[src/rtl/membus_arbiter_if.sv]
// Request/ack and memory-bus signal bundle for membus_arbiter.
// slave = arbiter side, master = requesters and memory observers.
interface membus_arbiter_if;
    logic        cpu_strobe;
    logic        cpu_write;
    logic [17:0] cpu_addr;
    logic [7:0]  cpu_wrdata;
    logic        cpu_ack;
    logic        l1_strobe;
    logic [17:0] l1_addr;
    logic        l1_ack;
    logic        l2_strobe;
    logic [17:0] l2_addr;
    logic        l2_ack;
    logic        mem_strobe;
    logic        mem_write;
    logic [17:0] mem_addr;
    logic [31:0] mem_wrdata;
    logic [3:0]  mem_bytesel;
    logic [1:0]  grant_id;

    modport slave (
        input  cpu_strobe, cpu_write, cpu_addr, cpu_wrdata,
        input  l1_strobe, l1_addr, l2_strobe, l2_addr,
        output cpu_ack, l1_ack, l2_ack,
        output mem_strobe, mem_write, mem_addr, mem_wrdata, mem_bytesel, grant_id
    );

    modport master (
        output cpu_strobe, cpu_write, cpu_addr, cpu_wrdata,
        output l1_strobe, l1_addr, l2_strobe, l2_addr,
        input  cpu_ack, l1_ack, l2_ack,
        input  mem_strobe, mem_write, mem_addr, mem_wrdata, mem_bytesel, grant_id
    );
endinterface

[src/rtl/membus_arbiter.sv]
// Memory-bus arbiter: CPU priority, l1/l2 round-robin, starvation force-grant.
// Grant is combinational; ack/grant_id are registered one cycle later; losers just wait.
module membus_arbiter #(
    parameter int MAX_WAIT = 8,
    parameter int WAIT_W   = 4
) (
    input logic             clk,
    input logic             rst,
    membus_arbiter_if.slave bus
);

    typedef enum logic [1:0] {
        GNT_NONE = 2'd0,
        GNT_CPU  = 2'd1,
        GNT_L1   = 2'd2,
        GNT_L2   = 2'd3
    } grant_t;

    logic [WAIT_W-1:0] starve_cnt;
    logic              rr_next_l2;
    logic              layer_pend;
    logic              force_layer;
    grant_t            layer_sel;
    grant_t            grant;
    logic [17:0]       sel_addr;

    always_comb begin
        layer_pend = bus.l1_strobe | bus.l2_strobe;
        layer_sel  = GNT_NONE;
        if (bus.l1_strobe && bus.l2_strobe) begin
            layer_sel = rr_next_l2 ? GNT_L2 : GNT_L1;
        end else if (bus.l1_strobe) begin
            layer_sel = GNT_L1;
        end else if (bus.l2_strobe) begin
            layer_sel = GNT_L2;
        end

        force_layer = layer_pend && (starve_cnt == WAIT_W'(MAX_WAIT));

        // Reset also blanks the combinational bus so nothing is issued during reset.
        grant = GNT_NONE;
        if (rst) begin
            grant = GNT_NONE;
        end else if (force_layer) begin
            grant = layer_sel;
        end else if (bus.cpu_strobe) begin
            grant = GNT_CPU;
        end else begin
            grant = layer_sel;
        end
    end

    always_comb begin
        sel_addr = 18'd0;
        unique case (grant)
            GNT_CPU:  sel_addr = bus.cpu_addr;
            GNT_L1:   sel_addr = bus.l1_addr;
            GNT_L2:   sel_addr = bus.l2_addr;
            default:  sel_addr = 18'd0;
        endcase
    end

    assign bus.mem_strobe  = (grant != GNT_NONE);
    assign bus.mem_write   = (grant == GNT_CPU) && bus.cpu_write;
    assign bus.mem_addr    = sel_addr;
    assign bus.mem_wrdata  = {4{bus.cpu_wrdata}};
    assign bus.mem_bytesel = 4'b0001 << sel_addr[1:0];

    always_ff @(posedge clk or posedge rst) begin
        if (rst) begin
            bus.cpu_ack  <= 1'b0;
            bus.l1_ack   <= 1'b0;
            bus.l2_ack   <= 1'b0;
            bus.grant_id <= 2'd0;
            starve_cnt   <= '0;
            rr_next_l2   <= 1'b0;
        end else begin
            bus.cpu_ack  <= (grant == GNT_CPU);
            bus.l1_ack   <= (grant == GNT_L1);
            bus.l2_ack   <= (grant == GNT_L2);
            bus.grant_id <= grant;
            if (grant == GNT_L1 || grant == GNT_L2) begin
                rr_next_l2 <= (grant == GNT_L1);
                starve_cnt <= '0;
            end else if (!layer_pend) begin
                starve_cnt <= '0;
            end else if (grant == GNT_CPU && starve_cnt != WAIT_W'(MAX_WAIT)) begin
                starve_cnt <= starve_cnt + 1'b1;
            end
        end
    end

endmodule
[src/flat_wrapper.sv]
// flat-port wrapper written by rule: the top's interface ports become plain ports
module membus_arbiter_flat 
#(
    parameter int MAX_WAIT = 8,
    parameter int WAIT_W   = 4
)
  (clk, rst, bus_cpu_strobe, bus_cpu_write, bus_cpu_addr, bus_cpu_wrdata, bus_l1_strobe, bus_l1_addr, bus_l2_strobe, bus_l2_addr, bus_cpu_ack, bus_l1_ack, bus_l2_ack, bus_mem_strobe, bus_mem_write, bus_mem_addr, bus_mem_wrdata, bus_mem_bytesel, bus_grant_id);
  membus_arbiter_if bus_i ();
  input logic clk;
  input logic rst;
  input wire logic [$bits(bus_i.cpu_strobe)-1:0] bus_cpu_strobe;
  input wire logic [$bits(bus_i.cpu_write)-1:0] bus_cpu_write;
  input wire logic [$bits(bus_i.cpu_addr)-1:0] bus_cpu_addr;
  input wire logic [$bits(bus_i.cpu_wrdata)-1:0] bus_cpu_wrdata;
  input wire logic [$bits(bus_i.l1_strobe)-1:0] bus_l1_strobe;
  input wire logic [$bits(bus_i.l1_addr)-1:0] bus_l1_addr;
  input wire logic [$bits(bus_i.l2_strobe)-1:0] bus_l2_strobe;
  input wire logic [$bits(bus_i.l2_addr)-1:0] bus_l2_addr;
  output wire logic [$bits(bus_i.cpu_ack)-1:0] bus_cpu_ack;
  output wire logic [$bits(bus_i.l1_ack)-1:0] bus_l1_ack;
  output wire logic [$bits(bus_i.l2_ack)-1:0] bus_l2_ack;
  output wire logic [$bits(bus_i.mem_strobe)-1:0] bus_mem_strobe;
  output wire logic [$bits(bus_i.mem_write)-1:0] bus_mem_write;
  output wire logic [$bits(bus_i.mem_addr)-1:0] bus_mem_addr;
  output wire logic [$bits(bus_i.mem_wrdata)-1:0] bus_mem_wrdata;
  output wire logic [$bits(bus_i.mem_bytesel)-1:0] bus_mem_bytesel;
  output wire logic [$bits(bus_i.grant_id)-1:0] bus_grant_id;
  assign bus_i.cpu_strobe = bus_cpu_strobe;
  assign bus_i.cpu_write = bus_cpu_write;
  assign bus_i.cpu_addr = bus_cpu_addr;
  assign bus_i.cpu_wrdata = bus_cpu_wrdata;
  assign bus_i.l1_strobe = bus_l1_strobe;
  assign bus_i.l1_addr = bus_l1_addr;
  assign bus_i.l2_strobe = bus_l2_strobe;
  assign bus_i.l2_addr = bus_l2_addr;
  assign bus_cpu_ack = bus_i.cpu_ack;
  assign bus_l1_ack = bus_i.l1_ack;
  assign bus_l2_ack = bus_i.l2_ack;
  assign bus_mem_strobe = bus_i.mem_strobe;
  assign bus_mem_write = bus_i.mem_write;
  assign bus_mem_addr = bus_i.mem_addr;
  assign bus_mem_wrdata = bus_i.mem_wrdata;
  assign bus_mem_bytesel = bus_i.mem_bytesel;
  assign bus_grant_id = bus_i.grant_id;
  membus_arbiter #(.MAX_WAIT(MAX_WAIT), .WAIT_W(WAIT_W)) u_core (.clk(clk), .rst(rst), .bus(bus_i));
endmodule
[config.mk]
export PLATFORM = sky130hd
export DESIGN_NAME = membus_arbiter_flat
export DESIGN_NICKNAME = d
export VERILOG_FILES = /design/src/rtl/membus_arbiter_if.sv /design/src/rtl/membus_arbiter.sv /design/src/flat_wrapper.sv
export SDC_FILE = /design/constraint.sdc
export NUM_CORES = 1
export LEC_CHECK = 0
export ABC_AREA = 1
export CAP_MARGIN = 15
export CORE_ASPECT_RATIO = 0.9
export CORE_MARGIN = 2
export CORE_UTILIZATION = 31
export CTS_BUF_LIST = sky130_fd_sc_hd__clkbuf_8
export DETAILED_ROUTE_END_ITERATION = 6
export PLACE_DENSITY_LB_ADDON = 0.15
export SLEW_MARGIN = 20
export SYNTH_ARGS = -nofsm -noshare
export SYNTH_HDL_FRONTEND = slang
export SYNTH_SLANG_ARGS = --single-unit
export TNS_END_PERCENT = 50
[constraint.sdc]
create_clock -name clk -period 3.46 [get_ports clk]
set_input_delay 0.692 -clock clk [delete_from_list [all_inputs] [get_ports clk]]
set_output_delay 0.692 -clock clk [all_outputs]
set_load 0.01 [all_outputs]
==> results of run 1 <==
[timing repair]
action                                  in CTS  in global routing
gates resized for setup                      0                  3
endpoints found under the setup margin       0                 22
endpoints found under the hold margin        0                  0
setup buffers                                0                  3
[routing by layer]
metal,vias to the layer above,routed length [um],global-route usage [%]
met2,41,1730,26.7
met3,10,206,3.71
met4,0,57,5.39
li1,651,-,-
met5,-,0,0
met1,515,1440,19.6
[critical path: cells and delay by family]
kind | cells | cell delay, ns
buf+inv | 3 | 1.26
simple gates | 5 | 0.55
compound gates | 1 | 0.10
[logic make-up after synthesis]
logic type	count (synthesis)	share of synthesized area, %
AND/OR/NAND/NOR	104	44.0
buffers and inverters	52	28.5
flip-flops	10	21.0
AO/OA/AOI/OAI	8	4.41
adder cells (fa/ha/maj)	2	2.10
[power by group through the flow]
stage,Clock [W],Combinational (W),Sequential (W)
detailed placement,0,0.000243,0.000133
global placement,0,0.000242,0.000133
finish,0.000143,0.000242,0.000131
global route,0.000156,0.000262,0.000133
floorplan,0,0.000135,0.000135
CTS,0.000148,0.000243,0.000132
[worst paths after layout]
kind / depth (start not counted) / start / endpoint / slack (ns)
setup / recovery: 9 / bus_l1_strobe / bus_mem_addr[10] / 0.17
min in group asynchronous: 3 / rst / u_core.bus.cpu_ack$_DFF_PP0_ / 0.96
hold reg to reg: 2 / u_core.rr_next_l2$_DFFE_PP0N_ / u_core.rr_next_l2$_DFFE_PP0N_ / 0.53
max in group asynchronous: 3 / rst / u_core.bus.grant_id[1]$_DFF_PP0_ / 2.34
hold / removal: 2 / u_core.rr_next_l2$_DFFE_PP0N_ / u_core.rr_next_l2$_DFFE_PP0N_ / 0.53
setup reg to reg: 8 / u_core.starve_cnt[0]$_DFFE_PP0P_ / u_core.starve_cnt[2]$_DFFE_PP0P_ / 1.87
[cells in the mapped netlist]
cell      count  share of area, %
nand2_1      58                18
buf_4        32                20
nand3_1      17               7.1
inv_1        13               4.1
nor2_1       12               3.8
dfrtp_1      10                21
nand4_1       4               2.1
a22oi_1       3               1.9
buf_6         3               2.8
nand2_2       3               1.6
a21oi_1       2              0.84
ha_1          2               2.1
inv_2         2              0.63
nand2_4       2               1.9
nand3_4       2               2.9
nor2_4        2               1.9
o21bai_1      2               1.3
buf_2         1              0.42
clkinv_1      1              0.31
nand2_8       1               1.7
nor2_8        1               1.7
nor3_1        1              0.42
nor3b_1       1              0.63
o21ai_0       1              0.42
[registers in the layout, indices dropped and copies added, names as in the netlist]
name	cells
u_core.bus.l1_ack	1
u_core.bus.grant_id	2
u_core.starve_cnt	4
u_core.bus.l2_ack	1
u_core.bus.cpu_ack	1
u_core.rr_next_l2	1
[area by class of cell]
cell class                 count  area share (%)
clock buffer                   4            2.79
inverter                      16            3.11
multi-input combinational    114            30.5
sequential                    10            12.7
tap                           46            2.92
timing repair buffer          96            48.0
[through the flow]
| stage | power (W) | setup WS, ns |
|---|---|---|
| floorplan | 0.000269 | 1.08 |
| global placement | 0.000375 | 0.138 |
| detailed placement | 0.000376 | 0.101 |
| CTS | 0.000522 | 0.102 |
| global route | 0.000551 | -0.0226 |
| finish | 0.000516 | 0.171 |
==> out/results.tsv, run 1 <==
stage	metric	value	unit
grt	grt_usage	15.8	%
placement	dp_cells	279	
cells_and_area	final_area	1970	sq um
clock_network	cts_buffers	3	
cells_and_area	final_core_util	53.2	%
grt	grt_max_degree	18	
pwr	p_comb_share	46.9	%
cells_and_area	n_fill_cell	374	
route	first_pass_iters	4	
pwr	power_frac_seq	25.5	%
sta	finClkSkew	0.00373	ns
cells_and_area	syn_to_final_growth	65.5	%
placement	placed_area	1890	sq um
synth	synth_cell_types	24	
pwr	p_switching	0.000148	W
cells_and_area	drive_gt1_share	10.4	%
cells_and_area	fin_cells	286	
grt	grt-ovfl-total	0	
die	die-area	4350	sq um
critical_path	worstPathArrival	2.60	ns
synth	syn_nets	246	
clock_network	clk_latency	0.23	ns
die	core_area	3700	sq um
sta	holdWs	0.533	ns
cells_and_area	final_nets	311	
sta	period_needed	3.29	ns
synth	yosysSeqAreaShare	21.0	%
clock_network	clk_pin_slew_worst_paths	0.05	ns
pwr	p_clk_share	27.7	%
sta	max_freq	304	MHz
cells_and_area	seq_area	250	sq um
die	pin_count	129	
critical_path	required	2.77	ns
route	ant_nets	0	
sta	worstMarginPinSlew	0.467	ns
pwr	powerDensity	262	nW/um^2
cells_and_area	final_cell_mix	clkdlybuf4s50_1, nand2_1, nand3_1	
route	wire_per_inst	12.0	um
critical_path	cpPeakStageDelay	0.55	ns
sta	hold_viol	0	
route	via_per_inst	4.26	
sta	totalNegativeSetupSlack	0	ns
clock_network	cts_hold_buffers	0	
clock_network	clockBufferDepth	2	
die	die_w	69.3	um
sta	post-route-period-util	95.0	%
clock_network	cts_tree	yes	
die	rows	21	
route	vias	1217	
route	wirelength	3430	um
synth	ys_ff_latch	10	
die	initial_core_util	32.2	%
placement	gp_congestion	0.798	
grt	grt_first_pass_wirelength	5570	um
route	drcViolationCount	0	
grt	grt_pass1_vias	1132	
critical_path	crit_slowest_cell	clkdlybuf4s50_1	
placement	dp_hpwl	2920	um
critical_path	cp_max_fo	10	
pwr	max-vdd-ir-drop	0.138	mV
hold_path	hold_class	register to register	
critical_path	start_kind	input pin	
die	die_h	62.8	um
cells_and_area	mostFrequentLayoutCell	clkdlybuf4s50_1	
synth	yosysWarnings	0	
pwr	leakagePower	0.934	nW
route	drtIter0Drc	61	
critical_path	setup.worst_path.end_class	primary output	
synth	mappedNetlistArea	1190	sq um
pwr	swShare	28.6	%
placement	io_buffers	88	
outcome	status	finished clean	
pwr	p_int	0.000369	W
critical_path	worstSetupPathType	input pin to primary output	
clock_network	h-tree-depth	1	
clock_network	root_buffer	clkbuf_8	
sta	setup_viol	0	
grt	antenna_found_initial	0	
clock_network	cts_sinks	10	
cells_and_area	multi_input_area	602	sq um
cells_and_area	diodes	0	
synth	avgSynthCellArea	6.77	sq um
flow_run	cap_violations	0	
critical_path	cp_cell_sequence	clkdlybuf4s50_1 -> nor2_1 -> nor2_4 -> nand2_8 -> nor2_4 -> buf_4 -> a22oi_1 -> nand2_1 -> clkdlybuf4s50_1	
sta	maxSlewViolCount	0	
sta	slew_headroom	68.5	%
synth	syn_inst	176	
sta	rsz0062_at_grt	true	
Power figures use the tool's default switching activity.
==> run 2: changes to the inputs <==
--- a/config.mk
+++ b/config.mk
@@ -13,6 +13,7 @@
 export CTS_BUF_LIST = sky130_fd_sc_hd__clkbuf_8
 export DETAILED_ROUTE_END_ITERATION = 6
 export PLACE_DENSITY_LB_ADDON = 0.15
+export SKIP_LAST_GASP = 1
 export SLEW_MARGIN = 20
 export SYNTH_ARGS = -nofsm -noshare
 export SYNTH_HDL_FRONTEND = slang
==> out/results.tsv, run 2 (synthesized netlist as in run 1, its figures left out) <==
stage	metric	value	unit
clock_network	cts_sinks	10	
clock_network	h-tree-depth	1	
pwr	power_frac_seq	25.4	%
cells_and_area	regMostFlops	u_core.starve_cnt	
clock_network	clk_pin_slew_worst_paths	0.05	ns
die	initial_core_util	32.2	%
cells_and_area	reg.largest.list	u_core.starve_cnt: 4 flops, u_core.bus.grant_id: 2 flops	
placement	placed_area	1890	sq um
cells_and_area	largest_reg_flops	4	
pwr	max-vdd-ir-drop	0.138	mV
sta	max_freq	304	MHz
sta	maxSlewViolCount	0	
cells_and_area	fin_cells	286	
grt	grt-ovfl-total	0	
die	pin_count	129	
route	wirelength	3430	um
critical_path	crit_start	bus_l1_strobe	
sta	setup_viol	0	
critical_path	endpoint	bus_mem_addr[10]	
cells_and_area	final_core_util	53.1	%
pwr	powerDensity	263	nW/um^2
route	wire_per_inst	12.0	um
die	die-area	4350	sq um
placement	gp_congestion	0.798	
pwr	p_clk_share	27.6	%
critical_path	start_kind	input pin	
critical_path	cp_top_family	buffers and inverters	
grt	grt_first_pass_wirelength	5570	um
critical_path	cp_max_fo	10	
placement	io_buffers	88	
cells_and_area	syn_to_final_growth	65.1	%
route	via_per_inst	4.26	
critical_path	cp_cell_sequence	clkdlybuf4s50_1 -> nor2_1 -> nor2_4 -> nand2_8 -> nor2_4 -> buf_4 -> a22oi_1 -> nand2_1 -> clkdlybuf4s50_1	
pwr	swShare	28.6	%
die	core_area	3700	sq um
hold_path	hold_class	register to register	
route	ant_nets	0	
cells_and_area	final_nets	311	
clock_network	clockBufferDepth	2	
critical_path	cp.depth	9	
route	vias	1217	
clock_network	cts_buffers	3	
clock_network	cts_hold_buffers	0	
critical_path	r2r_end	u_core.starve_cnt[2]$_DFFE_PP0P_	
grt	grt_max_degree	18	
route	drtIter0Drc	62	
clock_network	cts_tree	yes	
critical_path	rrSetupSlack	1.87	ns
critical_path	worstPathArrival	2.60	ns
pwr	leakagePower	0.903	nW
placement	dp_hpwl	2920	um
cells_and_area	final_cell_mix	clkdlybuf4s50_1, nand2_1, nand3_1	
sta	post-route-period-util	95.0	%
die	die_w	69.3	um
die	rows	21	
sta	period_needed	3.29	ns
cells_and_area	diodes	0	
cells_and_area	n_fill_cell	376	
flow_run	cap_violations	0	
sta	rsz0062_at_grt	true	
sta	finClkSkew	0.00373	ns
pwr	p_int	0.000369	W
grt	grt_usage	15.8	%
clock_network	root_buffer	clkbuf_8	
cells_and_area	seq_area	250	sq um
cells_and_area	multi_input_area	602	sq um
critical_path	setup.worst_path.end_class	primary output	
placement	dp_cells	279	
grt	antenna_found_initial	0	
critical_path	path_buf_inv	3	
cells_and_area	mostFrequentLayoutCell	clkdlybuf4s50_1	
route	first_pass_iters	4	
sta	worstMarginPinSlew	0.467	ns
critical_path	crit_slowest_cell	clkdlybuf4s50_1	
clock_network	clk_latency	0.23	ns
outcome	status	finished clean	
cells_and_area	final_area	1970	sq um
pwr	p_comb_share	46.9	%
critical_path	cpPeakStageDelay	0.55	ns
grt	grt_pass1_vias	1132	
sta	hold_viol	0	
die	die_h	62.8	um
pwr	p_total	0.000517	W
pwr	p_switching	0.000148	W
critical_path	r2r-start	u_core.starve_cnt[0]$_DFFE_PP0P_	
route	drcViolationCount	0	
cells_and_area	drive_gt1_share	10.4	%
critical_path	worstSetupPathType	input pin to primary output	
sta	slew_headroom	68.5	%
sta	totalNegativeSetupSlack	0	ns
critical_path	worst-r2r-cell-count	8	
critical_path	required	2.77	ns
==> run 2: cell types whose count changed in the layout (fill, tap and decap cells not counted), sizes merged <==
cell	before	now
dlymetal6s2s	2	0
clkdlybuf4s50	86	88
==> run 2: power groups by stage <==
stage / logic, W / clock network, W / registers (W)
after floorplan: 0.000135 / 0 / 0.000135
after global placement: 0.000242 / 0 / 0.000133
after detailed placement: 0.000243 / 0 / 0.000133
after CTS: 0.000243 / 0.000148 / 0.000132
after global routing: 0.000263 / 0.000156 / 0.000133
final: 0.000243 / 0.000143 / 0.000131
==> run 2: cell type report <==
| class | count | area share, % |
|---|---|---|
| timing repair buffer | 96 | 47.8 |
| clock buffer | 4 | 2.80 |
| multi-input combinational | 114 | 30.6 |
| sequential | 10 | 12.7 |
| tap | 46 | 2.93 |
| inverter | 16 | 3.12 |
==> run 2: worst min path at each step <==
stage / start / to / slack (ns) / cells past startpoint
floorplan: u_core.rr_next_l2$_DFFE_PP0N_ / u_core.rr_next_l2$_DFFE_PP0N_ / 0.48 / 2
global placement: u_core.rr_next_l2$_DFFE_PP0N_ / u_core.rr_next_l2$_DFFE_PP0N_ / 0.51 / 2
detailed placement: u_core.rr_next_l2$_DFFE_PP0N_ / u_core.rr_next_l2$_DFFE_PP0N_ / 0.53 / 2
CTS: u_core.rr_next_l2$_DFFE_PP0N_ / u_core.rr_next_l2$_DFFE_PP0N_ / 0.54 / 2
global route: u_core.rr_next_l2$_DFFE_PP0N_ / u_core.rr_next_l2$_DFFE_PP0N_ / 0.55 / 2
finish: u_core.rr_next_l2$_DFFE_PP0N_ / u_core.rr_next_l2$_DFFE_PP0N_ / 0.53 / 2
==> run 2: routing by layer <==
layer  wire, um  part of all wire, %  track usage [%]  vias to the layer above
li1           -                    -                -                      651
met1       1440                   42             19.6                      515
met2       1730                   50             26.7                       41
met3        200                  5.8             3.71                       10
met4         57                  1.7             5.39                        0
met5          0                    0                0                        -
==> run 2: what timing repair did <==
item	CTS	global route
buffers inserted	0	3
gates resized for setup	0	1
endpoints found under the setup margin	0	22
==> run 2: worst reg2reg max path, cell delays in order, from the launching register on <==
cell and delay [ns]:
dfrtp_1 0.37, inv_1 0.12, ha_1 0.21, nand3_4 0.11, nand2_4 0.12, nand2_8 0.10, o21ai_0 0.21, o21bai_1 0.18
nor2_1 0.05
==> run 2: metrics by stage <==
step / hold WS (ns) / worst slack (ns)
2_1_floorplan: 0.481 / 1.08
3_3_place_gp: 0.508 / 0.138
3_5_place_dp: 0.526 / 0.101
4_1_cts: 0.537 / 0.102
5_1_grt: 0.555 / -0.0226
6_report: 0.533 / 0.171
==> run 3: changes to the inputs <==
--- a/config.mk
+++ b/config.mk
@@ -8,7 +8,6 @@
 export ABC_AREA = 1
 export CAP_MARGIN = 15
 export CORE_ASPECT_RATIO = 0.9
-export CORE_MARGIN = 2
 export CORE_UTILIZATION = 31
 export CTS_BUF_LIST = sky130_fd_sc_hd__clkbuf_8
 export DETAILED_ROUTE_END_ITERATION = 6
==> out/results.tsv, run 3 (synthesized netlist as in run 1, its figures left out) <==
stage	metric	value	unit
clock_network	clk_pin_slew_worst_paths	0.05	ns
cells_and_area	syn_to_final_growth	65.0	%
critical_path	cp_max_fo	17	
critical_path	crit_slowest_cell	clkdlybuf4s50_1	
critical_path	start_kind	input pin	
critical_path	worstPathArrival	2.62	ns
die	initial_core_util	33.8	%
cells_and_area	mostFrequentLayoutCell	clkdlybuf4s50_1	
clock_network	clockBufferDepth	2	
route	wire_per_inst	12.8	um
cells_and_area	largest_reg_flops	4	
cells_and_area	reg.largest.list	u_core.starve_cnt: 4 flops, u_core.bus.grant_id: 2 flops	
route	via_per_inst	4.26	
route	drcViolationCount	0	
sta	post-route-period-util	95.6	%
sta	setup_viol	0	
critical_path	setup.worst_path.end_class	primary output	
critical_path	rrSetupSlack	1.86	ns
clock_network	clk_latency	0.23	ns
clock_network	cts_sinks	10	
hold_path	whs_endpoint	u_core.rr_next_l2$_DFFE_PP0N_	
placement	pre_cts_slack	0.115	ns
critical_path	r2r-start	u_core.starve_cnt[0]$_DFFE_PP0P_	
grt	grt_usage	17.2	%
placement	dp_hpwl	2950	um
clock_network	cts_tree	yes	
cells_and_area	drive_gt1_share	8.90	%
hold_path	min_from	u_core.rr_next_l2$_DFFE_PP0N_	
grt	grt_first_pass_wirelength	5290	um
critical_path	r2r_end	u_core.starve_cnt[2]$_DFFE_PP0P_	
grt	grt_pass1_vias	1102	
sta	slew_headroom	67.0	%
sta	setup_ws	0.152	ns
placement	io_buffers	88	
cells_and_area	final_cell_mix	clkdlybuf4s50_1, nand2_1, nand3_1	
die	die-area	4090	sq um
sta	maxSlewViolCount	0	
hold_path	hold_depth	2	
die	rows	20	
critical_path	required	2.77	ns
sta	rsz0062_at_grt	false	
sta	period_needed	3.31	ns
route	ant_nets	0	
pwr	leakagePower	0.920	nW
pwr	p_total	0.000520	W
die	pin_count	129	
sta	worstMarginPinSlew	0.490	ns
cells_and_area	regMostFlops	u_core.starve_cnt	
route	drtIter0Drc	62	
grt	grt-ovfl-total	0	
sta	finClkSkew	0.00291	ns
clock_network	cts_buffers	3	
pwr	max-vdd-ir-drop	0.178	mV
critical_path	worstSetupPathType	input pin to primary output	
grt	antenna_found_initial	0	
hold_path	hold_class	register to register	
die	core_area	3530	sq um
clock_network	h-tree-depth	1	
route	wirelength	3590	um
die	die_w	67.3	um
outcome	status	finished clean	
critical_path	cpPeakStageDelay	0.56	ns
cells_and_area	final_nets	307	
sta	max_freq	302	MHz
die	die_h	60.8	um
cells_and_area	diodes	0	
placement	gp_congestion	0.834	
critical_path	cp_cell_sequence	clkdlybuf4s50_1 -> nor2_1 -> nor2_4 -> nand2_8 -> nor2_4 -> buf_12 -> a22oi_1 -> nand2_1 -> clkdlybuf4s50_1	
grt	grt_max_degree	18	
flow_run	cap_violations	0	
pwr	powerDensity	264	nW/um^2
clock_network	root_buffer	clkbuf_8	
sta	totalNegativeSetupSlack	0	ns
route	vias	1193	
clock_network	cts_hold_buffers	0	
sta	hold_viol	0	
critical_path	cp_top_family	buffers and inverters	
critical_path	path_buf_inv	3	
critical_path	worst-r2r-cell-count	8	
route	first_pass_iters	4	
==> run 3: cell types whose count changed in the layout (fill, tap and decap cells not counted) <==
| cell | change |
|---|---|
| buf_4 | -6 |
| clkinv_2 | -1 |
| inv_4 | +1 |
| buf_12 | +2 |
| clkdlybuf4s50_1 | -2 |
| dlymetal6s2s_1 | +2 |
==> run 3: through the flow <==
| step | utilization [%] | std cells | hold WS (ns) | instance area (sq um) |
|---|---|---|---|---|
| 2_1_floorplan | - | 176 | 0.481 | 1190 |
| 3_3_place_gp | 53.7 | 275 | 0.498 | 1900 |
| 3_5_place_dp | 53.7 | 275 | 0.501 | 1900 |
| 4_1_cts | 55.3 | 279 | 0.515 | 1950 |
| 5_1_grt | 55.7 | 280 | 0.590 | 1970 |
| 6_report | 55.7 | 280 | 0.513 | 1970 |
==> run 3: how the worst max path moves through the flow <==
| stage | startpoint | end | slack [ns] | cells after the start |
|---|---|---|---|---|
| floorplan | rst | bus_mem_bytesel[2] | 1.08 | 4 |
| global placement | bus_cpu_strobe | bus_mem_addr[7] | 0.14 | 10 |
| detailed placement | bus_l1_strobe | bus_mem_bytesel[3] | 0.11 | 12 |
| CTS | bus_l1_strobe | bus_mem_bytesel[3] | 0.11 | 12 |
| global route | bus_l1_strobe | bus_mem_addr[4] | 0.01 | 11 |
| finish | bus_l1_strobe | bus_mem_addr[17] | 0.15 | 9 |
==> run 3: worst reg2reg max path, cell delays in order, from the launching register on <==
cell,delay [ns]
dfrtp_1,0.38
inv_1,0.12
ha_1,0.22
nand3_4,0.12
nand2_4,0.12
nand2_8,0.10
o21ai_0,0.21
o21bai_1,0.18
nor2_1,0.05
==> run 3: per-layer routing <==
layer  global-route usage, %  wire length (um)  share of wire (%)  vias to the layer above
met3                    2.82               198                5.5                        8
met5                       0                 0                  0                        -
met4                    5.78                57                1.6                        0
li1                        -                 -                  -                      641
met1                    21.0              1450                 41                      515
met2                    30.6              1880                 52                       29
==> run 3: report_power, final <==
part | switching [W] | internal [W] | leakage, nW
clock network | 0.0000454 | 0.000100 | 0.0288
registers | 0.00000415 | 0.000127 | 0.130
logic | 0.000100 | 0.000143 | 0.761
total | 0.000150 | 0.000370 | 0.920
==> run 3: final cells by class <==
| type | count | area [sq um] |
|---|---|---|
| clock buffer | 4 | 55.1 |
| timing repair buffer | 92 | 941 |
| fill | 332 | 1560 |
| sequential | 10 | 250 |
| multi-input combinational | 114 | 602 |
| tap | 44 | 55.1 |
| inverter | 16 | 62.6 |
==> run 3: repair_timing <==
action / CTS / global route
buffers inserted: 0 / 1
setup endpoints to repair: 0 / 18
gates resized for setup: 0 / 4
